<file path="src/rtl/xaui_tx_idle_sched_pkg.sv">
// ==== xaui_tx_idle_sched_pkg: XAUI symbol constants and TX column classes ====
// ==== rev 1.0                                                              ====
`default_nettype none

package xaui_tx_idle_sched_pkg;

  localparam logic [7:0] SYM_IDLE  = 8'h07;
  localparam logic [7:0] SYM_K     = 8'hBC;
  localparam logic [7:0] SYM_A     = 8'h7C;
  localparam logic [7:0] SYM_R     = 8'h1C;
  localparam logic [7:0] SYM_START = 8'hFB;
  localparam logic [7:0] SYM_TERM  = 8'hFD;
  localparam logic [7:0] SYM_SEQ   = 8'h9C;
  localparam logic [7:0] SYM_ERR   = 8'hFE;

  localparam logic [6:0] LFSR_SEED = 7'h7F;

  typedef enum logic [1:0] {
    COL_IDLE      = 2'd0,
    COL_POST_IDLE = 2'd1,
    COL_TERM      = 2'd2,
    COL_DATA      = 2'd3
  } col_class_t;

  // Control codes allowed to reach the encoder unchanged inside a frame.
  function automatic logic is_pass_ctrl(input logic [7:0] b);
    return (b == SYM_START) || (b == SYM_TERM) || (b == SYM_SEQ);
  endfunction

endpackage

`default_nettype wire

</file>
<file path="src/rtl/xaui_idle_lfsr.sv">
// ==== xaui_idle_lfsr: free-running x^7+x^6+1 LFSR driving idle K/R and A spacing ====
// ==== rev 1.0                                                                     ====
`default_nettype none

module xaui_idle_lfsr
  import xaui_tx_idle_sched_pkg::*;
(
  input  logic       clk,
  input  logic       reset,
  output logic [6:0] lfsr_o
);

  always_ff @(posedge clk) begin
    if (reset) begin
      lfsr_o <= LFSR_SEED;
    end else begin
      lfsr_o <= {lfsr_o[5:0], lfsr_o[6] ^ lfsr_o[5]};
    end
  end

endmodule

`default_nettype wire

</file>
<file path="src/rtl/xaui_tx_idle_sched.sv">
// ==== xaui_tx_idle_sched: XGMII-to-XAUI TX column scheduler, one-cycle registered ====
// ==== rev 1.0                                                                     ====
`default_nettype none

module xaui_tx_idle_sched
  import xaui_tx_idle_sched_pkg::*;
(
  input  logic        clk,
  input  logic        reset,
  input  logic [31:0] txd_i,
  input  logic [3:0]  txc_i,
  input  logic        en_i,
  output logic [31:0] data_o,
  output logic [3:0]  isk_o,
  output logic        a_col_o
);

  logic [6:0]  lfsr;
  logic        lfsr_unused;
  logic [4:0]  a_cnt;
  logic [4:0]  a_cnt_next;
  logic        post_term;
  logic        post_term_next;
  logic        reload;
  logic        is_idle;
  logic        has_term;
  logic [1:0]  term_lane;
  col_class_t  col_class;
  logic [31:0] data_next;
  logic [3:0]  isk_next;
  logic        a_col_next;

  xaui_idle_lfsr u_lfsr (
    .clk    (clk),
    .reset  (reset),
    .lfsr_o (lfsr)
  );

  assign lfsr_unused = ^lfsr[6:4];

  always_ff @(posedge clk) begin
    if (reset) begin
      data_o    <= {4{SYM_K}};
      isk_o     <= 4'hF;
      a_col_o   <= 1'b0;
      a_cnt     <= 5'd0;
      post_term <= 1'b0;
    end else begin
      data_o    <= data_next;
      isk_o     <= isk_next;
      a_col_o   <= a_col_next;
      a_cnt     <= a_cnt_next;
      post_term <= post_term_next;
    end
  end

  // Classification; descending scan so the lowest TERM lane wins.
  always_comb begin
    is_idle   = !en_i || (txc_i == 4'hF && txd_i == {4{SYM_IDLE}});
    has_term  = 1'b0;
    term_lane = 2'd0;
    for (int n = 3; n >= 0; n--) begin
      if (txc_i[n] && txd_i[8*n +: 8] == SYM_TERM) begin
        has_term  = 1'b1;
        term_lane = 2'(n);
      end
    end
    if (is_idle)       col_class = post_term ? COL_POST_IDLE : COL_IDLE;
    else if (has_term) col_class = COL_TERM;
    else               col_class = COL_DATA;
  end

  always_comb begin
    data_next      = {4{SYM_K}};
    isk_next       = 4'hF;
    a_col_next     = 1'b0;
    reload         = 1'b0;
    post_term_next = 1'b0;
    case (col_class)
      COL_IDLE: begin
        if (a_cnt == 5'd0) begin
          data_next  = {4{SYM_A}};
          a_col_next = 1'b1;
          reload     = 1'b1;
        end else if (lfsr[0]) begin
          data_next = {4{SYM_R}};
        end
      end
      COL_TERM: begin
        post_term_next = 1'b1;
        for (int n = 0; n < 4; n++) begin
          if (n < int'(term_lane)) begin
            data_next[8*n +: 8] = txd_i[8*n +: 8];
            isk_next[n]         = txc_i[n];
          end else if (n == int'(term_lane)) begin
            data_next[8*n +: 8] = SYM_TERM;
          end
        end
      end
      COL_DATA: begin
        for (int n = 0; n < 4; n++) begin
          if (!txc_i[n]) begin
            data_next[8*n +: 8] = txd_i[8*n +: 8];
            isk_next[n]         = 1'b0;
          end else if (is_pass_ctrl(txd_i[8*n +: 8])) begin
            data_next[8*n +: 8] = txd_i[8*n +: 8];
          end else begin
            data_next[8*n +: 8] = SYM_ERR;
          end
        end
      end
      default: ;
    endcase
  end

  // Reload takes precedence over the saturating decrement.
  assign a_cnt_next = reload            ? {1'b1, lfsr[3:0]} :
                      (a_cnt != 5'd0)   ? a_cnt - 5'd1 : 5'd0;

endmodule

`default_nettype wire

</file>
<file path="config.mk">
export PLATFORM = sky130hd
export DESIGN_NAME = xaui_tx_idle_sched
export DESIGN_NICKNAME = d
export VERILOG_FILES = /design/src/rtl/xaui_tx_idle_sched_pkg.sv /design/src/rtl/xaui_idle_lfsr.sv /design/src/rtl/xaui_tx_idle_sched.sv
export SDC_FILE = /design/constraint.sdc
export NUM_CORES = 1
export LEC_CHECK = 0
export ABC_AREA = 1
export CORE_UTILIZATION = 50
export CTS_CLUSTER_DIAMETER = 120
export DETAILED_ROUTE_END_ITERATION = 7
export DONT_BUFFER_PORTS = 1
export PLACE_DENSITY_LB_ADDON = 0.15
export SETUP_SLACK_MARGIN = 0.15
export SLEW_MARGIN = 30
export SYNTH_ARGS = -nofsm -noshare
export SYNTH_HDL_FRONTEND = slang
export SYNTH_SLANG_ARGS = --single-unit
export TNS_END_PERCENT = 50
</file>
<file path="constraint.sdc">
create_clock -name clk -period 1.5 [get_ports clk]
set_input_delay 0.075 -clock clk [delete_from_list [all_inputs] [get_ports clk]]
set_output_delay 0.075 -clock clk [all_outputs]
set_load 0.03 [all_outputs]
</file>
=== After elaboration in Yosys (flattened, before gate mapping) ===
Cells that the tools add are included.

* Flip-flop bits (word level): 50
* Bits of input ports: 39
* Output and inout bits: 37

* Add/sub/neg operators: 1
* Magnitude comparators: 3
* Eq/ne operators: 19
* Mux-type cells: 42
* Bitwise gates (word level): 2
* Reduce and logical (&&, ||, !) cells: 20

{| class="wikitable"
|+ Operators by type and width
! kind !! count
|-
| equality test 8 bit (second input constant) || 12
|-
| one-hot mux 32 bit (3 select lines) || 1
|-
| 2-to-1 mux 8 bit || 11
|-
| 2-to-1 mux 32 bit || 2
|-
| equality test 32 x 27 -> 1 bit (second input constant) || 1
|-
| 2-to-1 mux 7 bit || 4
|-
| 2-to-1 mux 1 bit || 16
|-
| 2-to-1 mux 2 bit || 5
|-
| 2-to-1 mux 5 bit || 2
|-
| logical OR 1 bit || 9
|-
| one-hot mux 3 bit (2 select lines) || 1
|-
| logical AND 1 bit || 5
|-
| logical NOT 5 bit || 1
|-
| nonzero test 5 bit || 1
|-
| subtractor 5 x 1 -> 5 bit (second input constant) || 1
|-
| equality test 2 bit (first input constant) || 2
|-
| equality test 2 bit (second input constant) || 2
|-
| equality test 4 bit (second input constant) || 1
|-
| logical NOT 2 bit || 2
|-
| < comparator 1 x 2 -> 1 bit (first input constant) || 2
|-
| equality test 1 x 2 -> 1 bit (first input constant) || 1
|-
| < comparator 2 bit (first input constant) || 1
|-
| OR reduction 2 bit || 1
|-
| logical NOT 1 bit || 1
|-
| other kinds (2) || 2
|}

=== Longest topological paths before layout ===
* Depth in word-level cells: 11
* Mapped depth: 12

=== Cells and area by module ===
Synthesis repeated with hierarchy kept, for this count alone.

* Cell total of the unflattened synthesis: 366
* Area, all modules: 2506.2 sq um

{| class="wikitable"
|+ By module, submodules not included
! module !! instances !! cells an instance !! area each (sq um) !! sequential area each (sq um)
|-
| xaui_tx_idle_sched || 1 || 347 || 2307.2 || 860.8
|-
| xaui_idle_lfsr || 1 || 19 || 198.9 || 140.1
|}

=== Worst setup path before layout ===
Ideal clock, no wire load.

* Path type: register to register
* From: register a_cnt[0]
* To: register data_o[31]
* Data arrival time: 1.215 ns
* Data required time: 1.378 ns
* Path slack: 0.163 ns
* Cell stages (with the launch flop): 10
* Buffers on the path: 0
* Period minus slack after synthesis: 1.337 ns
* Cells stage by stage: dfxtp_1 -> inv_1 -> ha_1 -> nand2_1 -> nor2_1 -> inv_1 -> nand4_1 -> nand2_2 -> inv_2 -> nand2_1

* Longest elaborated chain between the ends: 3

{| class="wikitable"
|+ RTL lines
! item !! RTL line !! source
|-
| start: declaration || xaui_tx_idle_sched.sv:20 || <nowiki>logic [4:0] a_cnt;</nowiki>
|-
| start signal: assignment || xaui_tx_idle_sched.sv:52 || <nowiki>a_cnt <= a_cnt_next;</nowiki>
|-
| logical NOT 5 bit || xaui_tx_idle_sched.sv:81 || <nowiki>if (a_cnt == 5'd0) begin</nowiki>
|-
| 2-to-1 mux 32 bit || xaui_tx_idle_sched.sv:81 ||
|-
| one-hot mux 32 bit (3 select lines) || xaui_tx_idle_sched.sv:79 || <nowiki>case (col_class)</nowiki>
|-
| end signal: assignment || xaui_tx_idle_sched.sv:43 || <nowiki>data_o <= {4{SYM_K}};</nowiki>
|-
| end signal: assignment || xaui_tx_idle_sched.sv:49 || <nowiki>data_o <= data_next;</nowiki>
|-
| end: declaration || xaui_tx_idle_sched.sv:13 || <nowiki>output logic [31:0] data_o,</nowiki>
|}

Every way passes these cells.
A chain may end at the register's enable or synchronous reset.

=== Worst setup path in the final report ===
* From: input txd_i[27]
* To: register data_o[24]

* Longest elaborated chain between the ends: 10

{| class="wikitable"
|+ RTL lines
! item !! RTL line !! source
|-
| start: declaration || xaui_tx_idle_sched.sv:10 || <nowiki>input logic [31:0] txd_i,</nowiki>
|-
| equality test 8 bit || xaui_tx_idle_sched_pkg.sv:27, xaui_tx_idle_sched.sv:63 ||
|-
| logical AND 1 bit || xaui_tx_idle_sched.sv:63 || <nowiki>if (txc_i[n] && txd_i[8*n +: 8] == SYM_TERM) begin</nowiki>
|-
| 2-to-1 mux 1 bit (4 in series) || xaui_tx_idle_sched.sv:63 ||
|-
| 2-to-1 mux 1 bit || xaui_tx_idle_sched.sv:69 || <nowiki>else if (has_term) col_class = COL_TERM;</nowiki>
|-
| 2-to-1 mux 2 bit || xaui_tx_idle_sched.sv:68 || <nowiki>if (is_idle) col_class = post_term ? COL_POST_IDLE : COL_IDLE;</nowiki>
|-
| equality test 2 bit or logical NOT 2 bit (tied branches) || xaui_tx_idle_sched.sv:79 ||
|-
| one-hot mux 32 bit (3 select lines) * || xaui_tx_idle_sched.sv:79 ||
|}

Mark *: on every way between the ends. The rest lies on a longest branch, timed or not.

==> impl_metrics.prom <==
# TYPE chip_impl_metric gauge
chip_impl_info{name="outcome",value="finished clean"} 1
chip_impl_metric{name="portion_of_the_post_synthesis_area_used_by_sequential_elements",unit="%"} 37.0
chip_impl_metric{name="num-fill-cells",unit=""} 470
chip_impl_info{name="clock_tree_from_tritoncts",value="built"} 1
chip_impl_metric{name="vias_in_the_first_global_route",unit=""} 2602
chip_impl_metric{name="route.final.wire_length",unit="um"} 7740
chip_impl_info{name="worst_setup_path_end_kind",value="register"} 1
chip_impl_metric{name="clk_pin_slew_worst_paths",unit="ns"} 0.09
chip_impl_metric{name="share_clk_of_total_power",unit="%"} 22.9
chip_impl_metric{name="weighted_congestion_at_the_end_of_routability_driven_global_placement",unit=""} 0.901
chip_impl_metric{name="post_synth_xor_area_fraction",unit="%"} 0.648
chip_impl_metric{name="p_per_cell_area",unit="nW/um2"} 1030
chip_impl_metric{name="ys_ff_latch",unit=""} 50
chip_impl_info{name="postSynth.topFlopCell",value="dfxtp_1"} 1
chip_impl_metric{name="drt_pass1_iterations",unit=""} 5
chip_impl_metric{name="netSwitchingFraction",unit="%"} 34.6
chip_impl_metric{name="synth_top_cell_area_share",unit="%"} 37.0
chip_impl_metric{name="met2RoutedLength",unit="um"} 3580
chip_impl_metric{name="routed_via_density",unit=""} 5.36
chip_impl_metric{name="cts_max_level",unit=""} 2
chip_impl_metric{name="finalPower",unit="mW"} 3.34
chip_impl_info{name="dominant_combinational_cell_family_by_area_after_synthesis",value="simple AND/OR/NAND/NOR gates"} 1
chip_impl_metric{name="crit_required",unit="ns"} 1.73
chip_impl_metric{name="insertion_delay",unit="ns"} 0.31
chip_impl_info{name="holdCritPathClass",value="in2reg"} 1
chip_impl_metric{name="fin_crit_sh",unit="%"} 88.5
chip_impl_metric{name="cts-buffers-inserted",unit=""} 5
chip_impl_metric{name="share_seq_of_total_power",unit="%"} 52.6
chip_impl_metric{name="synthSimpleGateAreaFrac",unit="%"} 43.2
chip_impl_metric{name="fin_skew",unit="ns"} 0.00672
chip_impl_metric{name="cell_internal_pwr",unit="mW"} 2.18
chip_impl_info{name="min_to",value="data_o[18]"} 1
chip_impl_metric{name="preCtsSetupSlack",unit="ns"} -0.00410
chip_impl_metric{name="synthArstFlopShare",unit="%"} 0
chip_impl_metric{name="max_cap_viol_count",unit=""} 0
chip_impl_metric{name="max-clock-path-buffers",unit=""} 2
chip_impl_info{name="grt_setup_unrepaired",value="true"} 1
chip_impl_info{name="critPathLaunchType",value="primary input"} 1
chip_impl_metric{name="slew_viol_final",unit=""} 0
chip_impl_metric{name="ios",unit=""} 76
chip_impl_metric{name="ir_worst_vdd",unit="mV"} 0.525
chip_impl_metric{name="synth_to_layout_area_growth",unit="%"} 20.4
chip_impl_metric{name="post-dp-hpwl",unit="um"} 5530
chip_impl_metric{name="via_count",unit=""} 2725
chip_impl_metric{name="antenna_found_initial",unit=""} 0
chip_impl_info{name="top_signal_layer_used",value="met4"} 1
chip_impl_metric{name="power_leakage",unit="nW"} 1.50
chip_impl_metric{name="routedWlPerCell",unit="um"} 15.2
chip_impl_metric{name="worstPathMaxFanout",unit=""} 3
chip_impl_metric{name="largest_net_degree_at_the_start_of_global_routing",unit=""} 16
chip_impl_info{name="synthTopCellsByArea",value="dfxtp_1, nand2_1, nor2_1, nand3_1, inv_1"} 1
chip_impl_metric{name="worst-r2r-setup-slack",unit="ns"} 0.20
chip_impl_metric{name="synthMuxAreaShare",unit="%"} 0
chip_impl_metric{name="dr.first_iter.drc_count",unit=""} 166
chip_impl_metric{name="fmax",unit="MHz"} 753
chip_impl_metric{name="dieArea",unit="um2"} 5700
chip_impl_info{name="yosysTopAreaCell",value="dfxtp_1"} 1
chip_impl_metric{name="n_antenna_cell",unit=""} 0
chip_impl_info{name="timing.rr.start",value="a_cnt[1]"} 1
chip_impl_metric{name="start_util",unit="%"} 52.2
chip_impl_metric{name="yosys_warnings",unit=""} 0
chip_impl_metric{name="synth_enable_flop_cells",unit=""} 0
chip_impl_metric{name="io_buffers",unit=""} 0
chip_impl_metric{name="synthAdderAreaFrac",unit="%"} 0.463
chip_impl_info{name="worst-setup-path-type",value="in2reg"} 1
chip_impl_metric{name="slew_headroom",unit="%"} 76.0
chip_impl_metric{name="numClockSinks",unit=""} 50
chip_impl_metric{name="power.switching",unit="mW"} 1.16
chip_impl_metric{name="min_period",unit="ns"} 1.33
chip_impl_metric{name="synthesis.area",unit="um2"} 2700
chip_impl_metric{name="grt-ovfl-total",unit=""} 0
chip_impl_metric{name="ant_nets",unit=""} 0
chip_impl_metric{name="syn_inst",unit=""} 394
chip_impl_metric{name="worst-r2r-cell-count",unit=""} 8
chip_impl_metric{name="fp.coreArea",unit="um2"} 5170
chip_impl_metric{name="finish.net_count",unit=""} 478
chip_impl_metric{name="ys_types",unit=""} 37
chip_impl_metric{name="drt_drc_violations_left",unit=""} 0
chip_impl_info{name="cts.root.buffer_cell",value="clkbuf_8"} 1
chip_impl_info{name="ys_top_cells_by_count",value="nand2_1, nor2_1, dfxtp_1"} 1
chip_impl_metric{name="setup_slack",unit="ns"} 0.172
chip_impl_metric{name="std_cell_rows",unit=""} 26
chip_impl_metric{name="synth_area_per_cell",unit="um2"} 6.86
chip_impl_metric{name="grt.total_usage",unit="%"} 28.7
chip_impl_info{name="timing.rr.end",value="data_o[21]"} 1
chip_impl_metric{name="die-width",unit="um"} 75.5
chip_impl_metric{name="drive_gt1_share",unit="%"} 14.8
chip_impl_info{name="yosys.cell_count.top_type",value="nand2_1"} 1
chip_impl_metric{name="detail_route.wirelength.met1",unit="um"} 3320
chip_impl_metric{name="arrival_time_of_data_at_the_critical_path_endpoint",unit="ns"} 1.56
chip_impl_metric{name="worst_hold_path.num_cells",unit=""} 4
chip_impl_metric{name="share_comb_of_total_power",unit="%"} 24.5
chip_impl_metric{name="grt_pass1_wl",unit="um"} 12100
chip_impl_metric{name="hold_viol",unit=""} 0
chip_impl_metric{name="die_y",unit="um"} 75.5
chip_impl_info{name="worstHoldStart",value="txd_i[18]"} 1
chip_impl_metric{name="detailroute.wirelength.met3",unit="um"} 668
chip_impl_metric{name="synthesis.nets",unit=""} 434
chip_impl_metric{name="synth_compound_gate_area_share",unit="%"} 10.3
chip_impl_metric{name="max_slew.worst_pin.slew",unit="ns"} 0.358
chip_impl_metric{name="finalSetupViolCount",unit=""} 0
## routing by layer
| metal | GRT usage, % | up-vias |
|---|---|---|
| met5 | 0 | - |
| met4 | 9.88 | 0 |
| met3 | 7.41 | 18 |
| met2 | 47.3 | 119 |
| met1 | 36.5 | 1244 |
| li1 | - | 1344 |
## critical path, stage by stage
cell,delay (ns)
dlygate4sd3_1,0.53
inv_1,0.05
nor3_1,0.16
nand2_1,0.07
nand3_1,0.09
inv_1,0.06
a21boi_0,0.24
nand2_1,0.09
a21oi_1,0.19
## registers in the layout (all words and copies together) (netlist names)
name,cells
data_o,32
u_lfsr.lfsr_o,7
a_cnt,5
isk_o,4
a_col_o,1
post_term,1
## timing repair
action / 4_1_cts / 5_1_grt
resized for setup: 3 / 8
hold buffers: 31 / 0
setup endpoints to repair: 16 / 17
cloned: 0 / 0
setup buffers: 0 / 2
pin swaps: 0 / 3
endpoints found under the hold margin: 35 / 0
## per-stage QoR
step,hold slack [ns],setup TNS [ns],util (%),area (um2),std cells
floorplan,0.144,0,-,2700,394
global placement,0.161,0,54.4,2810,468
detailed placement,0.160,-0.00410,54.4,2810,468
CTS,0.00338,0,62.1,3210,506
global route,0.00937,0,62.9,3250,508
finish,0.0109,0,62.9,3250,508
## logic make-up after synthesis
family,count (synthesis)
simple gates,245
buf+inv,53
flops,50
compound gates,43
xor+xnor,2
fa+ha+maj,1
## worst max path at each step
stage	slack, ns	end	depth (start not counted)	start
2_1_floorplan	0.16	data_o[31]	9	a_cnt[0]
3_3_place_gp	0.04	data_o[24]	9	txd_i[18]
3_5_place_dp	-0.004	data_o[31]	9	a_cnt[0]
4_1_cts	0.16	data_o[31]	9	a_cnt[0]
5_1_grt	0.12	data_o[24]	9	txd_i[27]
6_report	0.17	data_o[24]	9	txd_i[27]
## power groups by stage
stage	logic (mW)	clock network [mW]	registers, mW
3_3_place_gp	0.569	0	1.77
2_1_floorplan	0.483	0	1.75
3_5_place_dp	0.582	0	1.77
6_report	0.819	0.763	1.76
4_1_cts	0.685	0.788	1.75
5_1_grt	0.902	0.845	1.77
## layout make-up
type | count | area [um2] | area share (%)
Multi-Input combinational cell | 291 | 1510 | 46.3
Sequential cell | 50 | 1000 | 30.8
Timing Repair Buffer | 40 | 378 | 11.6
Inverter | 50 | 195 | 6.00
Tap cell | 70 | 87.6 | 2.69
Clock buffer | 5 | 68.8 | 2.12
Clock inverter | 2 | 13.8 | 0.423
## cells in the final DEF (no fill, tap or decap), types with 3 or more instances in the layout
master,count
nor2_2,5
nand3_1,36
nand2_2,5
nor3_1,8
nor2_1,69
o21ai_0,15
nand4_1,3
inv_1,41
nor2_4,4
nand2_1,98
clkbuf_8,5
o21ai_2,8
o22ai_1,3
inv_2,7
dfxtp_1,49
buf_4,9
nand3_2,3
dlygate4sd3_1,31
a21oi_1,9
No activity file was read; power rests on OpenSTA's default activity.
